## src/rtl/imm_gen_pipe_if.sv

```systemverilog
// Bundle-level handshake between decode, the immediate generator and rename.
// master drives bundles in and accepts results; slave is the generator side.
interface imm_gen_pipe_if #(
   parameter int LANES = 2,
   parameter int XLEN  = 32,
   parameter int IMM_W = 25
);
   logic                     in_valid;
   logic                     in_ready;
   logic [LANES-1:0]         in_lane_en;
   logic [LANES*IMM_W-1:0]   imm;
   logic [LANES*3-1:0]       imm_src;
   logic                     out_valid;
   logic                     out_ready;
   logic [LANES-1:0]         out_lane_en;
   logic [LANES*XLEN-1:0]    imm_ext;
   logic [LANES-1:0]         out_illegal;

   modport master (
      output in_valid, in_lane_en, imm, imm_src, out_ready,
      input  in_ready, out_valid, out_lane_en, imm_ext, out_illegal
   );

   modport slave (
      input  in_valid, in_lane_en, imm, imm_src, out_ready,
      output in_ready, out_valid, out_lane_en, imm_ext, out_illegal
   );
endinterface

```

## src/rtl/imm_gen_pipe.sv

```systemverilog
// Multi-lane immediate generator: combinational per-lane decode feeding a
// main output register backed by one skid register for rename backpressure.
module imm_gen_pipe #(
   parameter int LANES = 2,
   parameter int XLEN  = 32,
   parameter int IMM_W = 25
) (
   input  logic          clk,
   input  logic          reset,
   input  logic          flush,
   imm_gen_pipe_if.slave bus
);
   localparam int OUT_W = LANES * XLEN;

   // Returns {illegal, immediate}; f holds instruction bits [31:7].
   function automatic logic [XLEN:0] decode_lane(
      input logic [IMM_W-1:0] f,
      input logic [2:0]       src,
      input logic             en
   );
      logic signed [31:0]     r;
      logic signed [XLEN-1:0] x;
      logic                   ill;
      r   = '0;
      ill = 1'b0;
      case (src)
         3'b000:  r = {{20{f[24]}}, f[24:13]};
         3'b001:  r = {{20{f[24]}}, f[24:18], f[4:0]};
         3'b010:  r = {{19{f[24]}}, f[24], f[0], f[23:18], f[4:1], 1'b0};
         3'b011:  r = {f[24:5], 12'b0};
         3'b100:  r = {{11{f[24]}}, f[24], f[12:5], f[13], f[23:14], 1'b0};
         default: ill = 1'b1;
      endcase
      x = XLEN'(r);
      if (!en) begin
         x   = '0;
         ill = 1'b0;
      end
      return {ill, x};
   endfunction

   // ---- p0: combinational decode of the presented bundle ----
   logic [OUT_W-1:0] imm_p0;
   logic [LANES-1:0] ill_p0;

   always_comb begin
      imm_p0 = '0;
      ill_p0 = '0;
      for (int k = 0; k < LANES; k++) begin
         {ill_p0[k], imm_p0[k*XLEN +: XLEN]} =
            decode_lane(bus.imm[k*IMM_W +: IMM_W], bus.imm_src[k*3 +: 3], bus.in_lane_en[k]);
      end
   end

   // ---- p1: main register (drives outputs) and skid register ----
   logic             vld_p1;
   logic             skid_vld_p1;
   logic             rdy_p1;
   logic [OUT_W-1:0] main_imm_p1;
   logic [LANES-1:0] main_en_p1;
   logic [LANES-1:0] main_ill_p1;
   logic [OUT_W-1:0] skid_imm_p1;
   logic [LANES-1:0] skid_en_p1;
   logic [LANES-1:0] skid_ill_p1;

   logic in_xfer;
   logic out_xfer;
   logic vld_nxt;
   logic skid_nxt;
   logic load_main_in;
   logic load_main_sk;
   logic load_sk;

   assign in_xfer  = bus.in_valid & rdy_p1 & ~flush & ~reset;
   assign out_xfer = vld_p1 & bus.out_ready;

   // Main refills from skid first so bundle order is never inverted.
   always_comb begin
      vld_nxt      = vld_p1;
      skid_nxt     = skid_vld_p1;
      load_main_in = 1'b0;
      load_main_sk = 1'b0;
      load_sk      = 1'b0;
      if (!vld_p1 || out_xfer) begin
         if (skid_vld_p1) begin
            load_main_sk = 1'b1;
            vld_nxt      = 1'b1;
            skid_nxt     = 1'b0;
         end else if (in_xfer) begin
            load_main_in = 1'b1;
            vld_nxt      = 1'b1;
         end else begin
            vld_nxt      = 1'b0;
         end
      end else if (in_xfer) begin
         load_sk  = 1'b1;
         skid_nxt = 1'b1;
      end
   end

   always_ff @(posedge clk) begin
      if (reset) begin
         vld_p1      <= 1'b0;
         skid_vld_p1 <= 1'b0;
         rdy_p1      <= 1'b1;
         main_imm_p1 <= '0;
         main_en_p1  <= '0;
         main_ill_p1 <= '0;
      end else if (flush) begin
         vld_p1      <= 1'b0;
         skid_vld_p1 <= 1'b0;
         rdy_p1      <= 1'b1;
      end else begin
         vld_p1      <= vld_nxt;
         skid_vld_p1 <= skid_nxt;
         rdy_p1      <= ~skid_nxt;
         if (load_main_sk) begin
            main_imm_p1 <= skid_imm_p1;
            main_en_p1  <= skid_en_p1;
            main_ill_p1 <= skid_ill_p1;
         end else if (load_main_in) begin
            main_imm_p1 <= imm_p0;
            main_en_p1  <= bus.in_lane_en;
            main_ill_p1 <= ill_p0;
         end
      end
   end

   // Skid contents are meaningless while skid_vld_p1 is low, so no reset.
   always_ff @(posedge clk) begin
      if (load_sk) begin
         skid_imm_p1 <= imm_p0;
         skid_en_p1  <= bus.in_lane_en;
         skid_ill_p1 <= ill_p0;
      end
   end

   assign bus.in_ready    = rdy_p1;
   assign bus.out_valid   = vld_p1;
   assign bus.imm_ext     = main_imm_p1;
   assign bus.out_lane_en = main_en_p1;
   assign bus.out_illegal = main_ill_p1;
endmodule

```

## src/flat_wrapper.sv

```systemverilog
// flat-port wrapper written by rule: the top's interface ports become plain ports
module imm_gen_pipe_flat 
#(
   parameter int LANES = 2,
   parameter int XLEN  = 32,
   parameter int IMM_W = 25
)
  (clk, reset, flush, bus_in_valid, bus_in_lane_en, bus_imm, bus_imm_src, bus_out_ready, bus_in_ready, bus_out_valid, bus_out_lane_en, bus_imm_ext, bus_out_illegal);
  imm_gen_pipe_if #(.LANES(LANES), .XLEN(XLEN), .IMM_W(IMM_W)) bus_i ();
  input  logic clk;
  input  logic reset;
  input  logic flush;
  input wire logic [$bits(bus_i.in_valid)-1:0] bus_in_valid;
  input wire logic [$bits(bus_i.in_lane_en)-1:0] bus_in_lane_en;
  input wire logic [$bits(bus_i.imm)-1:0] bus_imm;
  input wire logic [$bits(bus_i.imm_src)-1:0] bus_imm_src;
  input wire logic [$bits(bus_i.out_ready)-1:0] bus_out_ready;
  output wire logic [$bits(bus_i.in_ready)-1:0] bus_in_ready;
  output wire logic [$bits(bus_i.out_valid)-1:0] bus_out_valid;
  output wire logic [$bits(bus_i.out_lane_en)-1:0] bus_out_lane_en;
  output wire logic [$bits(bus_i.imm_ext)-1:0] bus_imm_ext;
  output wire logic [$bits(bus_i.out_illegal)-1:0] bus_out_illegal;
  assign bus_i.in_valid = bus_in_valid;
  assign bus_i.in_lane_en = bus_in_lane_en;
  assign bus_i.imm = bus_imm;
  assign bus_i.imm_src = bus_imm_src;
  assign bus_i.out_ready = bus_out_ready;
  assign bus_in_ready = bus_i.in_ready;
  assign bus_out_valid = bus_i.out_valid;
  assign bus_out_lane_en = bus_i.out_lane_en;
  assign bus_imm_ext = bus_i.imm_ext;
  assign bus_out_illegal = bus_i.out_illegal;
  imm_gen_pipe #(.LANES(LANES), .XLEN(XLEN), .IMM_W(IMM_W)) u_core (.clk(clk), .reset(reset), .flush(flush), .bus(bus_i));
endmodule
```

## config.mk

```make
export PLATFORM = sky130hd
export DESIGN_NAME = imm_gen_pipe_flat
export DESIGN_NICKNAME = d
export VERILOG_FILES = /design/src/rtl/imm_gen_pipe_if.sv /design/src/rtl/imm_gen_pipe.sv /design/src/flat_wrapper.sv
export SDC_FILE = /design/constraint.sdc
export NUM_CORES = 1
export LEC_CHECK = 0
export CAP_MARGIN = 15
export CORE_ASPECT_RATIO = 0.9
export CORE_MARGIN = 1.5
export CORE_UTILIZATION = 55
export CTS_CLUSTER_SIZE = 20
export DETAILED_ROUTE_END_ITERATION = 8
export GPL_TIMING_DRIVEN = 0
export PLACE_DENSITY = 0.85
export SLEW_MARGIN = 20
export SYNTH_ARGS = -nofsm -noshare
export SYNTH_HDL_FRONTEND = slang
export SYNTH_SLANG_ARGS = --single-unit
```

## constraint.sdc

```tcl
create_clock -name clk -period 10.55 [get_ports clk]
set_input_delay 1.055 -clock clk [delete_from_list [all_inputs] [get_ports clk]]
set_output_delay 1.055 -clock clk [all_outputs]
set_load 0.1 [all_outputs]
```

==> flow_metrics.env <==
export IMPL_r2r_setup_slack_ns=8.65
export IMPL_r2r_start="u_core.bus.out_valid$_SDFFE_PP0N_"
export IMPL_antenna_cells=0
export IMPL_synth_flop_cell="dfxtp_1"
export IMPL_dp_hpwl_um=12500
export IMPL_place_congestion=0.848
export IMPL_crit_chain="clkdlybuf4s50_1"
export IMPL_skew_ns=0.00494
export IMPL_wire_per_inst_um=19.0
export IMPL_drc=0
export IMPL_peakVddDrop_mv=0.128
export IMPL_final_common_cell="clkdlybuf4s50_1"
export IMPL_whs_path_depth=1
export IMPL_vias_per_cell=6.00
export IMPL_status="complete, no violations"
export IMPL_tightest_slew_ns=1.02
export IMPL_cpPeakStageDelay_ns=1.21
export IMPL_start_kind="register"
export IMPL_rsz0062_at_grt="false"
export IMPL_cp_num_buf_inv=1
export IMPL_initial_utilization_pct=57.5
export IMPL_first_pass_iters=5
export IMPL_seq_area_um2=3460
export IMPL_core_region_area_um2=11000
export IMPL_synthArstFlopShare_pct=0
export IMPL_finalHoldViolCount=0
export IMPL_drive_above_1_share_pct=12.2
export IMPL_route_antenna_remaining_nets=0
export IMPL_htreeDepth=4
export IMPL_clk_latency_ns=0.43
export IMPL_powerDensity_nw_per_um2=160
export IMPL_clock_path_buffers=2
export IMPL_syn_area_per_cell_um2=10.2
export IMPL_reg2reg_to="u_core.skid_imm_p1[59]$_DFFE_PP_"
export IMPL_drt_wl_total_um=17900
export IMPL_slew_violations=0
export IMPL_cts_tree="done"
export IMPL_synth_warnings=0
export IMPL_holdWs_ns=0.462
export IMPL_path_max_fanout=4
export IMPL_cp_slowest_cell="clkdlybuf4s50_1"
export IMPL_cts_root_buf="clkbuf_16"
export IMPL_fin_nets=842
export IMPL_antenna_found_initial=0
export IMPL_dp_cells=912
export IMPL_r2r_cells=5
export IMPL_finalCritPeriodShare_pct=29.5
export IMPL_io_pins=133
export IMPL_netlist_instances=620
export IMPL_cts_inserted_buffers=17
export IMPL_fmax_mhz=321
export IMPL_hp_start="u_core.bus.imm_ext[30]$_SDFFE_PP0P_"
export IMPL_drtIter0Drc=504
export IMPL_num_rows=36
export IMPL_synth_nets=683
export IMPL_fin_cells=944
export IMPL_fillers=786
export IMPL_layout_common_cells="clkdlybuf4s50_1 (132), nand2_1 (100), dfxtp_1 (71)"
export IMPL_grt_max_degree=17
export IMPL_yosysSeqAreaShare_pct=54.8
export IMPL_slew_headroom_pct=32.1
export IMPL_drv_cap=0
export IMPL_synth_edf_count=68
export IMPL_synth_distinct_cells=49
export IMPL_period_needed_ns=3.11
export IMPL_cp_required_ns=9.50
export IMPL_cts_sinks=139
export IMPL_tns_ns=0
export IMPL_portBuffers=132
export IMPL_synth_seq_cells=139
export IMPL_end_kind="output port"
export IMPL_crit_type="register to output port"
export IMPL_crit_family="buffers and inverters"
export IMPL_synth_top_area_share_pct=32.3
export IMPL_seqPwrFrac_pct=42.6
export IMPL_area_delta_synth_final_pct=34.3
export IMPL_cts_hold_buf=0
export IMPL_die_h_um=105
export IMPL_leakagePower_uw=0.00311
export IMPL_hold_class="register to register"
export IMPL_post_cts_resized=0
export IMPL_netlist_area_um2=6320
export IMPL_yosys_top_cells_area="edfxtp_1 (32%), dfxtp_1 (22%), nand2_1 (5.9%)"
export IMPL_setup_violations=0
export IMPL_pwr_share_clk_pct=42.8
export IMPL_min_to="u_core.bus.imm_ext[30]$_SDFFE_PP0P_"
export IMPL_grt_pass1_wl_um=28200
export IMPL_worst_ep_arrival_time_ns=2.06
export IMPL_multiInputGateArea_um2=2550
export IMPL_track_usage_pct=30.3
export IMPL_synth_top_area_cell="edfxtp_1"
export IMPL_grt_pass1_vias=5503
export IMPL_p_total_uw=1360
export IMPL_clkTransAtPathRegs_ns=0.06
export IMPL_cts_post_setup_buffers_inserted=0
export IMPL_p_switching_uw=371
export IMPL_die_x_um=116
export IMPL_final_util_pct=77.2
export IMPL_swShare_pct=27.3
export IMPL_vias=5662
export IMPL_intPower_uw=988
export IMPL_grt_overflow_total=0
export IMPL_dieArea_um2=12100
export IMPL_comb_power_share_pct=14.6
-- logic make-up (layout without fill, tap and decap cells) --
| group | Yosys count | count (layout) | synth area share, % |
|---|---|---|---|
| DFF | 139 | 139 | 54.8 |
| AOI/OAI and AO/OA | 198 | 198 | 22.7 |
| and+or+nand+nor | 208 | 208 | 15.7 |
| buffers and inverters | 63 | 235 | 4.85 |
| muxes | 10 | 10 | 1.58 |
| adders and majority gates | 2 | 2 | 0.337 |
-- per-stage QoR --
step | setup slack, ns | instance area (µm²)
global placement | 1.36 | 7830
finish | 7.44 | 8490
floorplan | 3.96 | 6320
global route | 7.39 | 8490
detailed placement | 7.41 | 7910
CTS | 7.44 | 8490
-- registers in the layout, summed over array words and instances, names as in the netlist --
| register | cells |
|---|---|
| u_core.bus.imm_ext | 64 |
| u_core.bus.in_ready | 1 |
| u_core.bus.out_illegal | 2 |
| u_core.bus.out_lane_en | 2 |
| u_core.bus.out_valid | 1 |
| u_core.skid_en_p1 | 2 |
| u_core.skid_ill_p1 | 2 |
| u_core.skid_imm_p1 | 64 |
| u_core.skid_vld_p1 | 1 |
-- Yosys cell counts, types with 9 or more instances --
master / count
a22oi_1: 26
buf_2: 22
clkbuf_1: 19
edfxtp_1: 68
nor2_1: 47
a32oi_1: 12
nor2b_1: 15
o22a_1: 16
dfxtp_1: 71
a32o_1: 23
a21oi_1: 57
and2_1: 14
a211oi_1: 11
a2bb2oi_1: 9
nand2_1: 100
o21ai_0: 9
mux2i_1: 10
buf_4: 11
o21ai_1: 16
-- how the worst max path moves through the flow --
stage / cells after the start / from / to / slack, ns
2_1_floorplan: 2 / bus_out_ready / u_core.skid_en_p1[0]$_DFFE_PP_ / 3.96
3_3_place_gp: 3 / bus_out_ready / u_core.skid_imm_p1[30]$_DFFE_PP_ / 1.36
6_report: 1 / u_core.bus.in_ready$_SDFF_PP1_ / bus_in_ready / 7.44
5_1_grt: 1 / u_core.bus.in_ready$_SDFF_PP1_ / bus_in_ready / 7.39
4_1_cts: 1 / u_core.bus.in_ready$_SDFF_PP1_ / bus_in_ready / 7.44
3_5_place_dp: 6 / reset / u_core.skid_imm_p1[59]$_DFFE_PP_ / 7.41
-- per-layer routing --
metal  routed length, µm  vias up  track usage, %
li1                    -     2611               -
met4                 405        0            11.1
met1                7660     2749            40.6
met2                8490      261            47.0
met3                1360       41            8.35
met5                   0        -               0
-- power by group through the flow --
| stage | logic (µW) | clock network [µW] | registers (µW) |
|---|---|---|---|
| finish | 198 | 582 | 579 |
| global route | 210 | 605 | 579 |
| CTS | 196 | 581 | 579 |
| detailed placement | 194 | 0 | 590 |
| global placement | 189 | 0 | 590 |
| floorplan | 76.5 | 0 | 641 |
-- cell type report --
type	instances	share of cell area, %
repair buffers	140	16.4
clock inverters	12	1.33
multi-input cells	418	30.1
flip-flops and latches	139	40.8
inverters	8	0.354
clock buffers	20	5.51
plain buffers	55	3.26
well taps	152	2.24
(Power assumes the default switching activity.)
